File: config.mk
export PLATFORM = sky130hd
export DESIGN_NAME = rx78_save_upload
export DESIGN_NICKNAME = d
export VERILOG_FILES = /design/src/rtl/rx78_pkg.sv /design/src/rtl/rx78_save_upload.sv
export SDC_FILE = /design/constraint.sdc
export NUM_CORES = 1
export LEC_CHECK = 0
export BUFFER_PORTS_ARGS = -buffer_cell sky130_fd_sc_hd__buf_2
export CAP_MARGIN = 5
export CORE_ASPECT_RATIO = 1.75
export CORE_MARGIN = 2
export CORE_UTILIZATION = 51
export CTS_CLUSTER_DIAMETER = 30
export DETAILED_ROUTE_END_ITERATION = 6
export GPL_TIMING_DRIVEN = 0
export PLACE_DENSITY = 0.79
export SLEW_MARGIN = 20
export SYNTH_ARGS = -nofsm -noshare
export SYNTH_HDL_FRONTEND = slang
export SYNTH_SLANG_ARGS = --single-unit
File: constraint.sdc
create_clock -name clk_sys -period 2 [get_ports clk_sys]
set_clock_uncertainty 0.1 [all_clocks]
set_input_delay 0.4 -clock clk_sys [delete_from_list [all_inputs] [get_ports clk_sys]]
set_output_delay 0.4 -clock clk_sys [all_outputs]
set_load 0.005 [all_outputs]
File: src/rtl/rx78_pkg.sv
// Shared definitions for the RX-78 save/upload path: read-FSM states,
// the default upload index and the byte returned for unmapped reads.
package rx78_pkg;

  // Read-path FSM states.
  typedef enum logic [1:0] {
    S_IDLE  = 2'd0,
    S_READ  = 2'd1,
    S_LATCH = 2'd2
  } rd_state_t;

  // ioctl_index used by hps_io for the save-RAM upload.
  localparam logic [7:0] UPLOAD_INDEX_DEFAULT = 8'd2;

  // Byte returned for reads beyond the end of the image and after reset.
  localparam logic [7:0] FILL_BYTE = 8'hFF;

  // Value loaded into the latency counter on accept. S_READ stays for
  // (value + 1) cycles, so the BRAM latency maps to latency - 1.
  function automatic logic [1:0] latency_load(input int latency);
    return 2'(latency - 1);
  endfunction

endpackage

File: src/rtl/rx78_save_upload.sv
// RX-78 save-RAM upload engine. Serves hps_io byte reads from the second
// port of the EXT RAM BRAM, tracks whether the image is dirty, and asks
// the HPS to start an upload on a manual save or after an idle period.
module rx78_save_upload
  import rx78_pkg::*;
#(
  parameter int          ADDR_W         = 15,
  parameter int          DATA_BYTES     = 32768,
  parameter int          RAM_LATENCY    = 1,
  parameter logic [7:0]  UPLOAD_INDEX   = UPLOAD_INDEX_DEFAULT,
  parameter logic [23:0] AUTOSAVE_DELAY = 24'd10_000_000
) (
  input  logic              clk_sys,
  input  logic              reset,
  input  logic              ioctl_upload,
  input  logic [7:0]        ioctl_index,
  input  logic              ioctl_rd,
  input  logic [24:0]       ioctl_addr,
  output logic [7:0]        ioctl_din,
  output logic              ioctl_wait,
  output logic              ioctl_upload_req,
  input  logic              save_req,
  input  logic              autosave_en,
  input  logic              cpu_we,
  output logic [ADDR_W-1:0] ram_addr,
  output logic              ram_rd,
  input  logic [7:0]        ram_q,
  output logic              dirty,
  output logic              busy
);

  // Counter value at which the autosave request fires, and its saturation point.
  localparam logic [23:0] AUTOSAVE_FIRE = AUTOSAVE_DELAY - 24'd2;
  localparam logic [23:0] AUTOSAVE_SAT  = AUTOSAVE_DELAY - 24'd1;
  localparam logic [1:0]  LAT_LOAD      = latency_load(RAM_LATENCY);

  // Read FSM state and registered outputs.
  rd_state_t         state_reg;
  logic [1:0]        lat_cnt_reg;
  logic [ADDR_W-1:0] ram_addr_reg;
  logic              ram_rd_reg;
  logic [7:0]        din_reg;
  logic              oor_reg;
  logic              last_reg;

  // Edge detectors.
  logic upload_d_reg;
  logic save_d_reg;

  // Image status.
  logic dirty_reg;
  logic full_reg;

  // Upload request generation.
  logic [23:0] autosave_cnt_reg;
  logic        pending_reg;
  logic        req_pulse_reg;

  // Request decode.
  logic accept;
  logic oor_now;
  logic last_now;
  logic upload_rise;
  logic upload_fall;
  logic save_rise;
  logic autosave_count_en;
  logic autosave_fire;
  logic req_src;

  // A new read is only taken while idle and only for our upload index.
  assign accept = !reset && ioctl_rd && ioctl_upload &&
                  (ioctl_index == UPLOAD_INDEX) && (state_reg == S_IDLE);

  // The range checks use the full 25-bit address so aliases above the
  // image never reach the BRAM.
  assign oor_now  = (ioctl_addr >= 25'(DATA_BYTES));
  assign last_now = (ioctl_addr == 25'(DATA_BYTES - 1));

  assign upload_rise = ioctl_upload && !upload_d_reg;
  assign upload_fall = !ioctl_upload && upload_d_reg;
  assign save_rise   = save_req && !save_d_reg;

  // The counter only advances while the image is dirty, the feature is
  // enabled, no upload is running and the CPU is not writing this cycle.
  assign autosave_count_en = dirty_reg && autosave_en && !ioctl_upload && !cpu_we;
  assign autosave_fire     = autosave_count_en && (autosave_cnt_reg == AUTOSAVE_FIRE);
  assign req_src           = save_rise || autosave_fire;

  // Wait covers the accept cycle combinationally, then follows the FSM.
  assign ioctl_wait       = accept || (state_reg != S_IDLE);
  assign busy             = (state_reg != S_IDLE);
  assign ioctl_din        = din_reg;
  assign ram_addr         = ram_addr_reg;
  assign ram_rd           = ram_rd_reg;
  assign dirty            = dirty_reg;
  assign ioctl_upload_req = req_pulse_reg;

  // Read FSM: accept, issue one BRAM read, wait out its latency, latch the byte.
  always_ff @(posedge clk_sys) begin
    if (reset) begin
      state_reg    <= S_IDLE;
      lat_cnt_reg  <= 2'd0;
      ram_addr_reg <= '0;
      ram_rd_reg   <= 1'b0;
      din_reg      <= FILL_BYTE;
      oor_reg      <= 1'b0;
      last_reg     <= 1'b0;
    end else begin
      ram_rd_reg <= 1'b0;
      case (state_reg)
        S_IDLE: begin
          if (accept) begin
            state_reg    <= S_READ;
            ram_addr_reg <= ioctl_addr[ADDR_W-1:0];
            ram_rd_reg   <= !oor_now;
            oor_reg      <= oor_now;
            last_reg     <= last_now;
            lat_cnt_reg  <= LAT_LOAD;
          end
        end
        S_READ: begin
          if (lat_cnt_reg == 2'd0) begin
            state_reg <= S_LATCH;
          end else begin
            lat_cnt_reg <= lat_cnt_reg - 2'd1;
          end
        end
        S_LATCH: begin
          din_reg   <= oor_reg ? FILL_BYTE : ram_q;
          state_reg <= S_IDLE;
        end
        default: begin
          state_reg <= S_IDLE;
        end
      endcase
    end
  end

  // Delayed copies of ioctl_upload and save_req for edge detection.
  always_ff @(posedge clk_sys) begin
    if (reset) begin
      upload_d_reg <= 1'b0;
      save_d_reg   <= 1'b0;
    end else begin
      upload_d_reg <= ioctl_upload;
      save_d_reg   <= save_req;
    end
  end

  // Full flag: the last image byte has been served during this upload.
  always_ff @(posedge clk_sys) begin
    if (reset) begin
      full_reg <= 1'b0;
    end else if (upload_rise) begin
      full_reg <= 1'b0;
    end else if (state_reg == S_LATCH && last_reg) begin
      full_reg <= 1'b1;
    end
  end

  // Dirty flag: a CPU write wins over the clear at the end of a full upload.
  always_ff @(posedge clk_sys) begin
    if (reset) begin
      dirty_reg <= 1'b0;
    end else if (cpu_we) begin
      dirty_reg <= 1'b1;
    end else if (upload_fall && full_reg) begin
      dirty_reg <= 1'b0;
    end
  end

  // Autosave idle counter: restarts on writes, holds during uploads, saturates.
  always_ff @(posedge clk_sys) begin
    if (reset) begin
      autosave_cnt_reg <= 24'd0;
    end else if (cpu_we || !dirty_reg || !autosave_en) begin
      autosave_cnt_reg <= 24'd0;
    end else if (!ioctl_upload && autosave_cnt_reg != AUTOSAVE_SAT) begin
      autosave_cnt_reg <= autosave_cnt_reg + 24'd1;
    end
  end

  // Upload request: defer while an upload runs, merge sources into one pulse.
  always_ff @(posedge clk_sys) begin
    if (reset) begin
      pending_reg   <= 1'b0;
      req_pulse_reg <= 1'b0;
    end else if (ioctl_upload) begin
      req_pulse_reg <= 1'b0;
      if (req_src) begin
        pending_reg <= 1'b1;
      end
    end else begin
      req_pulse_reg <= req_src || pending_reg;
      pending_reg   <= 1'b0;
    end
  end

endmodule

==> metrics.yaml <==
drv_cap: 0
hold_end: "dirty"
dp_hpwl_microns: 4410
wirelength_microns: 6030
place_ws_ns: -0.148
cts_root_buf: "clkbuf_8"
min_path_cells: 3
first_pass_iters: 5
drt_iter0_drc: 46
ys_seq_area_share_pct: 46.6
min_period_ns: 1.97
r2r_end: "autosave_cnt_reg[7]"
synthFlopType: "dfxtp_1"
core_area_sq_um: 4930
grt_pass1_vias: 2373
dieArea_sq_um: 5660
vias_per_cell: 5.51
timing.fmax_mhz: 507
largest_register_ffs: 24
rsz0062_at_grt: "yes"
outcome: "finished, final reports clean"
yosys_warnings: 0
syn_inst: 290
htree_levels: 3
crit_fanout: 9
p_leak_nw: 1.42
max-slew-margin-rel_pct: 65.6
reg2reg_depth: 5
path_buf_inv: 0
cts_tree: "built"
fin_nets: 428
start_kind: "flop"
finalSetupTns_ns: 0
clk_path_buf_depth: 2
end_kind: "flop"
diodes: 0
ys_ff_latch: 60
port-buffer-count: 74
r2r_slack_ns: 0.03
setup_viol_count_final: 0
peakVddDrop_v: 0.000515
holdWs_ns: 0.190
hold_viol_final: 0
row_count: 34
worst_pin_slew_ns: 0.515
cts_hold_buf: 0
drc: 0
required_ns: 2.10
grt_pass1_wl_microns: 10200
num_vias: 2401
gp_congestion: 0.802
path_delay_family: "simple AND/OR/NAND/NOR gates"
worstSkewPairLatency_ns: 0.34
critPathSlowestCell: "or4_4"
antenna_found_initial: 0
crit_arrival_ns: 2.07
clkSlewWorstSetupHoldPaths_ns: 0.07
synth_fp_nets: 341
grt_overflow: 0
fin_crit_sh_pct: 98.5
numCtsBuffers: 9
synth-edff-count: 0
crit_chain: "or3b_1 -> or4_4 -> o21ai_4 -> xor2_1 -> nor2_1"
hp-class: "input pin to flop"
ys_top_cells_by_area: "dfxtp_1 47%, nor2_1 7.1%, mux2i_1 5.8%"
drive_gt1_share_pct: 29.1
die_y_microns: 98.1
ys_types: 42
groute.usage.overall_pct: 22.9
r2r_start: "autosave_cnt_reg[14]"
final_core_util_pct: 65.6
dp_cells: 418
hold_start: "cpu_we"
synth_top_area_share_pct: 46.6
num_io_pins: 76
grt_max_degree: 11
wl_per_cell_microns: 13.8
fin_ws_ns: 0.0293
synth_area_sq_um: 2580
ant_nets: 0
ys_async_sr_fraction_pct: 0
initial_core_util_pct: 52.3
powerDensity_nw_per_um2: 689
dieWidth_microns: 57.8
area_growth_pct: 25.6
synth_largest_area_cell: "dfxtp_1"
synth_area_per_cell_sq_um: 8.89
max_stage_delay_ns: 0.51
fin_cells: 436
criticalPathCategory: "flop to flop"
drv_slew: 0
clkSinkCount: 60
synthesized netlist by cell type, types with 7 or more instances:
cell and count:
o21ai_0 10, nor3_1 16, nor2_1 49, clkbuf_1 9, or3_1 7, nand3_1 13
mux2i_1 15, nand2_1 10, xor2_1 13, nand4_1 12, o21bai_1 8, a21oi_1 13
dfxtp_1 60
cells in the final DEF (no fill, tap or decap), types with 5 or more instances in the layout:
master / netlist / routed
clkbuf_8: 0 / 10
buf_2: 3 / 77
clkbuf_1: 9 / 10
xor2_1: 13 / 13
nand3_1: 13 / 11
a21oi_1: 13 / 13
nor2_1: 49 / 48
nor3_1: 16 / 15
dfxtp_1: 60 / 56
nor2b_1: 5 / 5
mux2i_1: 15 / 15
inv_1: 6 / 6
o21bai_1: 8 / 8
o21ai_0: 10 / 9
nand4_1: 12 / 12
or3_1: 7 / 7
nand2_1: 10 / 10
how the worst max path moves through the flow:
stage                               startpoint                   end  slack, ns  cells after the start
after floorplan           autosave_cnt_reg[14]   autosave_cnt_reg[2]       0.18                      5
after global placement            ioctl_upload  autosave_cnt_reg[21]      -0.14                      7
after detailed placement          ioctl_upload  autosave_cnt_reg[21]      -0.15                      7
after CTS                 autosave_cnt_reg[15]   autosave_cnt_reg[2]       0.01                      5
after global routing      autosave_cnt_reg[14]      ioctl_upload_req      -0.07                      5
final                     autosave_cnt_reg[14]   autosave_cnt_reg[7]       0.03                      5
layout make-up:
| class | instances | area [sq um] |
|---|---|---|
| Tap cell | 54 | 67.6 |
| Buffer | 13 | 52.6 |
| Multi-Input combinational cell | 212 | 1340 |
| Inverter | 6 | 22.5 |
| Clock buffer | 11 | 141 |
| Fill cell | 428 | 1700 |
| Timing Repair Buffer | 75 | 378 |
| Sequential cell | 60 | 1210 |
| Clock inverter | 5 | 27.5 |
per-stage QoR:
| step | instance area (sq um) | power (mW) |
|---|---|---|
| after floorplan | 2580 | 1.26 |
| after global placement | 3020 | 1.32 |
| after detailed placement | 3020 | 1.33 |
| after CTS | 3200 | 2.25 |
| after global routing | 3240 | 2.31 |
| final | 3240 | 2.23 |
power breakdown:
group	total, mW	switching (mW)	internal [mW]
sequential	1.20	0.00262	1.20
combinational	0.0965	0.0485	0.0479
clock	0.932	0.458	0.474
total	2.23	0.509	1.72
per-layer routing:
metal / vias up / wire [microns] / share of wire [%] / track usage [%]
met3: 8 / 393 / 6.5 / 6.09
met1: 1099 / 2250 / 37 / 23.9
li1: 1202 / - / - / -
met5: - / 0 / 0 / 0
met4: 0 / 114 / 1.9 / 9.84
met2: 92 / 3270 / 54 / 41.5
worst register-to-register path: cells and delay by family (launching register included):
kind | cells | cell delay [ns]
xor+xnor | 1 | 0.18
compound gates | 1 | 0.28
flops | 1 | 0.34
simple gates | 3 | 0.95
logic make-up (layout without fill, tap and decap cells):
| kind of cell | Yosys count | after routing | share of synthesized area [%] |
|---|---|---|---|
| AO/OA/AOI/OAI | 37 | 37 | 9.12 |
| XOR/XNOR | 13 | 13 | 4.42 |
| adder cells (fa/ha/maj) | 3 | 3 | 1.46 |
| buffers and inverters | 19 | 110 | 2.91 |
| flip-flops | 60 | 60 | 46.6 |
| multiplexers | 15 | 15 | 5.82 |
| AND/OR/NAND/NOR | 143 | 144 | 29.7 |
timing repair:
item,in CTS,in global routing
endpoints found under the hold margin,0,0
buffers inserted,0,1
setup endpoints to repair,4,14
gates cloned,0,1
resized for setup,3,9
pin swaps,0,2
No activity file was read; power rests on OpenSTA's default activity.
